==> src/rtl/loopback_rx_pkt_fifo_ctrl_if.sv <==
// FIFO read port, software control word and readback registers for the loopback RX FIFO controller.
interface loopback_rx_pkt_fifo_ctrl_if;
    logic [31:0] fifo_dout;
    logic        fifo_eof;
    logic        fifo_empty;
    logic        fifo_rd_en;
    logic [31:0] sw_ctrl;
    logic [31:0] rd_data;
    logic [31:0] rd_status;

    // Controller side
    modport slave (
        input  fifo_dout, fifo_eof, fifo_empty, sw_ctrl,
        output fifo_rd_en, rd_data, rd_status
    );

    // FIFO / software side
    modport master (
        output fifo_dout, fifo_eof, fifo_empty, sw_ctrl,
        input  fifo_rd_en, rd_data, rd_status
    );
endinterface

==> src/rtl/loopback_rx_pkt_fifo_ctrl.sv <==
// Software-paced loopback RX FIFO reader: one pop per request toggle, with packet
// tracking, oversize/overrun flags and a flush that drains the FIFO.
module loopback_rx_pkt_fifo_ctrl #(
    parameter int unsigned C_MAX_PKT_WORDS = 256
) (
    input  logic                          OPB_Clk,
    input  logic                          OPB_Rst,
    loopback_rx_pkt_fifo_ctrl_if.slave    bus
);
    localparam int unsigned CNT_W = 16;
    localparam int unsigned PKT_W = 11;
    localparam logic [CNT_W-1:0] WORD_LAST = CNT_W'(C_MAX_PKT_WORDS - 1);

    localparam logic [1:0] IDLE    = 2'd0;
    localparam logic [1:0] ISSUE   = 2'd1;
    localparam logic [1:0] CAPTURE = 2'd2;
    localparam logic [1:0] FLUSH   = 2'd3;

    logic [1:0]       state;
    logic [1:0]       state_nxt;
    logic             enable;
    logic             req_bit;
    logic             flush;
    logic             sw_unused;
    logic             tog_prev;
    logic             tog_event;
    logic             pending;
    logic             valid;
    logic             eof_q;
    logic             oversize;
    logic             req_overrun;
    logic             busy;
    logic             in_xfer;
    logic             flush_entry;
    logic [CNT_W-1:0] word_cnt;
    logic [CNT_W-1:0] word_idx;
    logic [PKT_W-1:0] pkt_cnt;
    logic [31:0]      rd_data;

    assign enable      = bus.sw_ctrl[0];
    assign req_bit     = bus.sw_ctrl[1];
    assign flush       = bus.sw_ctrl[2];
    assign sw_unused   = ^bus.sw_ctrl[31:3];
    assign tog_event   = req_bit != tog_prev;
    assign in_xfer     = (state == ISSUE) || (state == CAPTURE);
    assign flush_entry = (state == IDLE) && flush;
    assign busy        = pending || (state != IDLE);

    // State register
    always_ff @(posedge OPB_Clk or posedge OPB_Rst) begin
        if (OPB_Rst) state <= IDLE;
        else         state <= state_nxt;
    end

    // Next state and pop strobe; pops in FLUSH are gated by empty so the FIFO never underflows
    always_comb begin
        state_nxt      = state;
        bus.fifo_rd_en = 1'b0;
        case (state)
            IDLE: begin
                if (flush)                                      state_nxt = FLUSH;
                else if (pending && enable && !bus.fifo_empty)  state_nxt = ISSUE;
            end
            ISSUE: begin
                bus.fifo_rd_en = 1'b1;
                state_nxt      = CAPTURE;
            end
            CAPTURE: state_nxt = IDLE;
            FLUSH: begin
                bus.fifo_rd_en = !bus.fifo_empty;
                if (!flush) state_nxt = IDLE;
            end
            default: state_nxt = IDLE;
        endcase
    end

    // Request tracking, capture path and packet counters
    always_ff @(posedge OPB_Clk or posedge OPB_Rst) begin
        if (OPB_Rst) begin
            tog_prev    <= 1'b0;
            pending     <= 1'b0;
            valid       <= 1'b0;
            eof_q       <= 1'b0;
            oversize    <= 1'b0;
            req_overrun <= 1'b0;
            word_cnt    <= '0;
            word_idx    <= '0;
            pkt_cnt     <= '0;
            rd_data     <= '0;
        end else begin
            tog_prev <= req_bit;
            if (flush_entry) begin
                valid       <= 1'b0;
                oversize    <= 1'b0;
                req_overrun <= 1'b0;
                pending     <= 1'b0;
                word_cnt    <= '0;
            end else begin
                // pending/state are sampled pre-edge, so a toggle on the capture edge is an overrun
                if (tog_event && (pending || in_xfer)) req_overrun <= 1'b1;
                if (state == CAPTURE) begin
                    rd_data  <= bus.fifo_dout;
                    valid    <= 1'b1;
                    eof_q    <= bus.fifo_eof;
                    pending  <= 1'b0;
                    word_idx <= word_cnt;
                    if (bus.fifo_eof) begin
                        word_cnt <= '0;
                        pkt_cnt  <= pkt_cnt + PKT_W'(1);
                    end else if (word_cnt == WORD_LAST) begin
                        oversize <= 1'b1;
                        word_cnt <= '0;
                    end else begin
                        word_cnt <= word_cnt + CNT_W'(1);
                    end
                end else if (tog_event && !pending) begin
                    pending <= 1'b1;
                    valid   <= 1'b0;
                end
            end
        end
    end

    assign bus.rd_data   = rd_data;
    assign bus.rd_status = {valid, eof_q, oversize, req_overrun, busy, pkt_cnt, word_idx};
endmodule

==> src/flat_wrapper.sv <==
// flat-port wrapper written by rule: the top's interface ports become plain ports
module loopback_rx_pkt_fifo_ctrl_flat 
#(
    parameter int unsigned C_MAX_PKT_WORDS = 256
)
  (OPB_Clk, OPB_Rst, bus_fifo_dout, bus_fifo_eof, bus_fifo_empty, bus_sw_ctrl, bus_fifo_rd_en, bus_rd_data, bus_rd_status);
  loopback_rx_pkt_fifo_ctrl_if bus_i ();
  input  logic OPB_Clk;
  input  logic OPB_Rst;
  input wire logic [$bits(bus_i.fifo_dout)-1:0] bus_fifo_dout;
  input wire logic [$bits(bus_i.fifo_eof)-1:0] bus_fifo_eof;
  input wire logic [$bits(bus_i.fifo_empty)-1:0] bus_fifo_empty;
  input wire logic [$bits(bus_i.sw_ctrl)-1:0] bus_sw_ctrl;
  output wire logic [$bits(bus_i.fifo_rd_en)-1:0] bus_fifo_rd_en;
  output wire logic [$bits(bus_i.rd_data)-1:0] bus_rd_data;
  output wire logic [$bits(bus_i.rd_status)-1:0] bus_rd_status;
  assign bus_i.fifo_dout = bus_fifo_dout;
  assign bus_i.fifo_eof = bus_fifo_eof;
  assign bus_i.fifo_empty = bus_fifo_empty;
  assign bus_i.sw_ctrl = bus_sw_ctrl;
  assign bus_fifo_rd_en = bus_i.fifo_rd_en;
  assign bus_rd_data = bus_i.rd_data;
  assign bus_rd_status = bus_i.rd_status;
  loopback_rx_pkt_fifo_ctrl #(.C_MAX_PKT_WORDS(C_MAX_PKT_WORDS)) u_core (.OPB_Clk(OPB_Clk), .OPB_Rst(OPB_Rst), .bus(bus_i));
endmodule
==> config.mk <==
export PLATFORM = sky130hd
export DESIGN_NAME = loopback_rx_pkt_fifo_ctrl_flat
export DESIGN_NICKNAME = d
export VERILOG_FILES = /design/src/rtl/loopback_rx_pkt_fifo_ctrl_if.sv /design/src/rtl/loopback_rx_pkt_fifo_ctrl.sv /design/src/flat_wrapper.sv
export SDC_FILE = /design/constraint.sdc
export NUM_CORES = 1
export LEC_CHECK = 0
export ABC_CLOCK_PERIOD_IN_PS = 7300
export CORE_ASPECT_RATIO = 0.8
export CORE_MARGIN = 4
export CORE_UTILIZATION = 49
export CTS_BUF_LIST = sky130_fd_sc_hd__clkbuf_8
export CTS_CLUSTER_DIAMETER = 120
export DETAILED_ROUTE_END_ITERATION = 12
export PLACE_DENSITY_LB_ADDON = 0.25
export SLEW_MARGIN = 10
export SYNTH_ARGS = -nofsm -noshare
export SYNTH_HDL_FRONTEND = slang
export SYNTH_SLANG_ARGS = --single-unit
==> constraint.sdc <==
create_clock -name OPB_Clk -period 7.3 [get_ports OPB_Clk]
set_input_delay 1.095 -clock OPB_Clk [delete_from_list [all_inputs] [get_ports OPB_Clk]]
set_output_delay 1.095 -clock OPB_Clk [all_outputs]
set_load 0.05 [all_outputs]
==> results of run 1 <==
==> sequential cells by signal (all words and copies together), names as in the netlist <==
signal              count
u_core.tog_prev         1
u_core.word_idx        16
u_core.pkt_cnt         11
u_core.valid            1
u_core.eof_q            1
u_core.word_cnt        16
u_core.bus.rd_data     32
u_core.req_overrun      1
u_core.oversize         1
u_core.state            2
u_core.pending          1
==> synthesized netlist by cell type, drive strengths merged (4+ instances only) <==
library cell / number / area (µm²)
a21oi: 7 / 50.1
buf: 5 / 37.5
clkbuf: 8 / 50.1
dfrtp: 83 / 2080
ha: 7 / 87.6
inv: 9 / 33.8
mux2: 50 / 563
nand2: 16 / 60.1
nand3: 9 / 45.0
nand4: 4 / 31.3
nor2: 12 / 45.0
nor3: 5 / 25.0
o21ai: 7 / 35.0
xnor2: 16 / 140
==> power by group <==
group | switching (mW) | internal [mW]
Clock | 0.166 | 0.133
Combinational | 0.671 | 0.406
Sequential | 0.0827 | 0.593
Total | 0.920 | 1.13
==> per-stage QoR <==
stage | instance area (µm²) | instances
floorplan | 3580 | 276
global placement | 4660 | 456
detailed placement | 4660 | 456
CTS | 4840 | 472
global route | 4840 | 472
finish | 4840 | 472
==> layer usage <==
metal | routed length (µm) | track usage, % | vias to the layer above
met5 | 0 | 0 | -
met4 | 94 | 5.80 | 0
met3 | 518 | 6.76 | 9
met2 | 3330 | 27.6 | 85
met1 | 3480 | 23.2 | 1215
li1 | - | - | 1172
==> area by class of cell <==
cell class	count	share of cell area, %
clock buffers	10	2.84
repair buffers	106	21.8
clock inverters	6	0.853
inverters	9	0.724
multi-input cells	171	28.6
flip-flops and latches	83	42.9
well taps	87	2.25
==> cell families after synthesis <==
logic type	count (synthesis)	synth area share, %
xor+xnor	19	4.65
flops	83	58.0
mux	53	16.6
buf+inv	22	3.39
simple gates	67	10.3
fa+ha+maj	7	2.45
compound gates	25	4.65
==> worst paths after layout <==
path,startpoint,endpoint,slack [ps],cells past startpoint
min,u_core.pkt_cnt[10]$_DFFE_PP0P_,u_core.pkt_cnt[10]$_DFFE_PP0P_,480,1
max in group asynchronous,OPB_Rst,u_core.bus.rd_data[10]$_DFFE_PP0P_,5240,3
min reg2reg,u_core.pkt_cnt[10]$_DFFE_PP0P_,u_core.pkt_cnt[10]$_DFFE_PP0P_,480,1
max reg2reg,u_core.state[0]$_DFFE_PP0P_,u_core.word_cnt[15]$_DFFE_PP0P_,4760,7
max,bus_fifo_empty,bus_fifo_rd_en,3740,4
min in group asynchronous,OPB_Rst,u_core.bus.rd_data[21]$_DFFE_PP0P_,1390,3
==> critical path, cell delays in order <==
cell and delay, ps:
clkdlybuf4s50_1 410, inv_1 60, a21o_1 100, clkdlybuf4s50_1 790
==> metrics.csv, run 1 <==
stage;metric;value;unit
run_status;status;completed;
sta;slew of the pin with the lowest slew margin;1020;ps
die;row count;27;
global_routing;Tot GR Track Use;17.7;%
synth;Ys Warns;0;
die;Core ar.;0.00699;mm²
clocking;post_cts resized;0;
layout;# nets final;455;
layout;Layout fillers;527;
clocking;buffers inserted during post-CTS setup optimization;0;
die;die height;84.5;µm
global_routing;grt total ovfl;0;
layout;Post-Route Utilization;69.2;%
global_routing;number of global-route vias before repair;2558;
layout;n_diodes;0;
placed_design;routability congestion estimate;0.782;
sta;RSZ-0062 raised after global routing;false;
drt;First DRT Iteration DRCs;113;
clocking;Clock Tree Root;clkbuf_8;
drt;Detail Route Antenna Nets;0;
synth;#FFs+latches synth;83;
clocking;CTS tree;done;
sta;final hold slack;481;ps
sta;final period utilization;48.8;%
layout;Reg area;0.00208;mm²
die;initial core utilization;51.2;%
sta;setup TNS;0;ps
sta;Rel. slew slack;31.9;%
sta;Final min period;3560;ps
pwr;PD cells;424;mW/mm²
synth;EDFF count, synth;0;
clocking;clock-pin slew on the worst setup and hold paths;90;ps
synth;Post-synth ARST share;100;%
setup_path;Critical Path RT;6200;ps
sta;setup ws final;3740;ps
layout;multi-input combinational cell area;0.00139;mm²
layout;share of layout cells above drive strength 1;20.3;%
placed_design;Port Buffers;103;
clocking;insertion delay to the later sink of the worst-skew pair;350;ps
drt;detailed-route wire length;7.42;mm
sta;fmax;281;MHz
setup_path;WP data arrival;2470;ps
synth;Syn Inst Count;276;
drt;Vias per Instance;5.26;
synth;mean post-synth cell area;13.0;µm²
worst_hold_path;Worst Hold Class;reg -> reg;
drt;post-DR wirelength/cell;15.7;µm
placed_design;detailed placement HPWL;5.17;mm
pwr;Worst VDD drop;267;µV
drt;via count;2481;
sta;Final Hold Vio Count;0;
placed_design;pre-CTS setup slack;3750;ps
drt;DRC Markers;0;
setup_path;Setup crit end kind;output pin;
global_routing;first-pass GRT wire length;12.5;mm
die;die area;0.00875;mm²
die;number of I/O pins;133;
setup_path;critical path class;in -> out;
layout;P&R area growth vs syn;35.1;%
layout;commonest non-fill, non-tap cell in the layout;clkdlybuf4s50_1;
sta;clock skew;11.0;ps
synth;synthesized area;0.00358;mm²
job;max cap viols;0;
layout;most frequent cells in the layout;103 x clkdlybuf4s50_1, 83 x dfrtp_1, 50 x mux2_2;
global_routing;antenna violations before repair;0;
clocking;number of hold buffers added after CTS;0;
sta;Slew Limit Fails;0;
synth;post-synth cell types;41;
die;Die Wd;104;µm
clocking;TritonCTS Sinks;83;
clocking;Num CTS Buffers;9;
drt;DRT Pass-1 Iters;4;
setup_path;worst-path maximum fanout;2;
clocking;clk buf depth;2;
sta;final setup violation count;0;
clocking;htree depth;3;
pwr;Overall Power;2.05;mW
setup_path;CP Launch Type;input port;
synth;Synth Flop Type;dfrtp_1;
global_routing;largest net degree at the start of global routing;84;
synth;sequential share of the synthesized area;58.0;%
pwr;Leak Pwr;2.07;nW
synth;Post-Synthesis Net Count;351;
Power figures use the tool's default switching activity.
==> inputs of run 2 (changes only) <==
--- a/config.mk
+++ b/config.mk
@@ -5,10 +5,10 @@
 export SDC_FILE = /design/constraint.sdc
 export NUM_CORES = 1
 export LEC_CHECK = 0
-export ABC_CLOCK_PERIOD_IN_PS = 7300
+export ABC_CLOCK_PERIOD_IN_PS = 2950
 export CORE_ASPECT_RATIO = 0.8
 export CORE_MARGIN = 4
-export CORE_UTILIZATION = 49
+export CORE_UTILIZATION = 41
 export CTS_BUF_LIST = sky130_fd_sc_hd__clkbuf_8
 export CTS_CLUSTER_DIAMETER = 120
 export DETAILED_ROUTE_END_ITERATION = 12
==> constraint.sdc (replaced) <==
create_clock -name OPB_Clk -period 2.95 [get_ports OPB_Clk]
set_input_delay 0.4425 -clock OPB_Clk [delete_from_list [all_inputs] [get_ports OPB_Clk]]
set_output_delay 0.4425 -clock OPB_Clk [all_outputs]
set_load 0.05 [all_outputs]
==> run 2 against run 1 <==
Wire length down 0.62%. Sequential power up 150%. Critical path depth stayed put. Die area up 18%. Clock power grew to 3.0 times the previous value. Combinational power up 150%. Flip-flop and latch count did not move. Core utilization shrank 11 points. Via count fell by 0.85%. Power rose to 2.5 times the previous value. Sequential share of layout area down 0.78 points. Design area up 1.9%. Largest power group unchanged.
==> metrics.csv, run 2 (synthesis results as in run 1) <==
stage;metric;value;unit;change
global_routing;antenna violations before repair;0;;unchanged
die;die height;91.6;µm;+8.4%
sta;final setup violation count;0;;unchanged
sta;Final min period;2490;ps;
setup_path;Crit Reg-Reg Endpoint;u_core.word_cnt[13]$_DFFE_PP0P_;;
setup_path;critical path class;reg -> out;;
setup_path;worst-path maximum fanout;6;;+4
die;number of I/O pins;133;;unchanged
placed_design;detailed placement HPWL;5.33;mm;+3.2%
placed_design;placed insts;482;;+5.7%
drt;Detail Route Antenna Nets;0;;unchanged
drt;First DRT Iteration DRCs;80;;-29%
clocking;Num CTS Buffers;9;;unchanged
placed_design;pre-CTS setup slack;502;ps;-3250 ps
setup_path;Worst Setup SP;u_core.state[0]$_DFFE_PP0P_;;
job;max cap viols;0;;unchanged
layout;P&R area growth vs syn;37.6;%;
sta;final period utilization;84.5;%;
setup_path;Critical Path RT;2510;ps;-3690 ps
clocking;clk buf depth;2;;unchanged
layout;# nets final;456;;+0.22%
setup_path;Crit Reg-Reg Startpoint;u_core.state[1]$_DFFE_PP0P_;;
clocking;buffers inserted during post-CTS setup optimization;0;;unchanged
die;Die Wd;112;µm;+8.6%
sta;slew of the pin with the lowest slew margin;625;ps;-396 ps
sta;fmax;401;MHz;
pwr;PD cells;1060;mW/mm²;+150%
sta;Rel. slew slack;58.3;%;+26 points
layout;Post-Route Utilization;58.1;%;-11 points
layout;n_diodes;0;;unchanged
die;Core ar.;0.00848;mm²;+21%
die;die area;0.0103;mm²;+18%
layout;Layout fillers;731;;+39%
drt;via count;2460;;-0.85%
layout;Top reg by flops;u_core.bus.rd_data;;
clocking;number of hold buffers added after CTS;0;;unchanged
setup_path;WP data arrival;2050;ps;-420 ps
sta;Slew Limit Fails;0;;unchanged
global_routing;grt total ovfl;0;;unchanged
pwr;Worst VDD drop;645;µV;+140%
clocking;insertion delay to the later sink of the worst-skew pair;350;ps;about the same
sta;final hold slack;460;ps;-20.6 ps
layout;fin cells;498;;+5.5%
sta;Final Hold Vio Count;0;;unchanged
die;row count;30;;+11%
sta;RSZ-0062 raised after global routing;false;;
sta;setup TNS;0;ps;unchanged
global_routing;Tot GR Track Use;15.5;%;-2.2 points
layout;most frequent cells in the layout;103 x clkdlybuf4s50_1, 83 x dfrtp_1, 50 x mux2_2;;
clocking;clock-pin slew on the worst setup and hold paths;90;ps;about the same
setup_path;Setup crit end kind;output pin;;
setup_path;R2R depth;5;;-2
setup_path;crit path to;bus_rd_status[27];;
placed_design;routability congestion estimate;0.782;;about the same
placed_design;Port Buffers;103;;unchanged
layout;max FFs per register;32;;unchanged
global_routing;largest net degree at the start of global routing;50;;-40%
drt;post-DR wirelength/cell;14.8;µm;-5.8%
drt;detailed-route wire length;7.37;mm;-0.62%
layout;commonest non-fill, non-tap cell in the layout;clkdlybuf4s50_1;;
run_status;status;completed;;
clocking;post_cts resized;0;;unchanged
clocking;TritonCTS Sinks;83;;unchanged
worst_hold_path;Worst Hold Class;in -> async;;
layout;multi-input combinational cell area;0.00139;mm²;unchanged
clocking;CTS tree;done;;
global_routing;number of global-route vias before repair;2596;;+1.5%
layout;biggest regs;u_core.bus.rd_data x32, u_core.word_cnt x16, u_core.word_idx x16;;
die;initial core utilization;42.2;%;-9.0 points
pwr;Leak Pwr;2.10;nW;+1.5%
layout;share of layout cells above drive strength 1;20.5;%;+0.21 points
clocking;htree depth;3;;unchanged
layout;Reg area;0.00208;mm²;unchanged
drt;DRT Pass-1 Iters;4;;unchanged
sta;clock skew;12.6;ps;+1.58 ps
setup_path;CP Launch Type;flop;;
clocking;Clock Tree Root;clkbuf_8;;
sta;setup ws final;458;ps;-3280 ps
setup_path;register-to-register setup slack;770;ps;-3990 ps
drt;DRC Markers;0;;unchanged
drt;Vias per Instance;4.94;;-6.0%
global_routing;first-pass GRT wire length;12.8;mm;+2.3%
## run 2: cell count changes in the layout (fill, tap and decap cells not counted)
| cell | change |
|---|---|
| bufinv_16 | +2 |
| buf_12 | +1 |
| clkbuf_8 | -1 |
| clkinv_4 | +1 |
| clkinvlp_4 | -1 |
| inv_6 | -1 |
## run 2: metrics by stage
step           instance area (µm²)  power (mW)
6_report                      4930        5.23
5_1_grt                       4930        5.51
4_1_cts                       4930        5.30
3_5_place_dp                  4710        4.40
3_3_place_gp                  4710        4.34
2_1_floorplan                 3580        3.58
## run 2: worst min-delay path by stage
stage	start	endpoint	slack, ps	depth (start not counted)
floorplan	u_core.oversize$_DFFE_PP0P_	u_core.oversize$_DFFE_PP0P_	470	1
global placement	u_core.pkt_cnt[10]$_DFFE_PP0P_	u_core.pkt_cnt[10]$_DFFE_PP0P_	460	1
detailed placement	u_core.pkt_cnt[10]$_DFFE_PP0P_	u_core.pkt_cnt[10]$_DFFE_PP0P_	470	1
CTS	OPB_Rst	u_core.pkt_cnt[9]$_DFFE_PP0P_	470	2
global route	OPB_Rst	u_core.pkt_cnt[9]$_DFFE_PP0P_	500	2
finish	OPB_Rst	u_core.pkt_cnt[10]$_DFFE_PP0P_	460	2
## run 2: routing by layer
metal	GRT usage, %	up-vias	routed length, µm
li1	-	1180	-
met1	20.3	1174	3510
met2	23.6	98	3130
met3	7.26	8	669
met4	3.30	0	63
met5	0	-	0
## run 2: final cells by class
cell class / count / share of cell area, %
inverters: 9 / 0.711
multi-input cells: 171 / 28.1
clock buffers: 9 / 2.51
clock inverters: 7 / 1.90
repair buffers: 107 / 21.8
flip-flops and latches: 83 / 42.1
well taps: 112 / 2.84
## run 2: critical path, stage by stage, from the launching register on
cell and delay (ps):
dfrtp_1 400, inv_1 100, ha_1 290, nand2b_1 110
clkdlybuf4s50_1 800
## run 2: report_power, final
part | switching (mW) | internal (mW)
Combinational | 1.66 | 1.01
Clock | 0.408 | 0.475
Sequential | 0.199 | 1.47
Total | 2.27 | 2.96
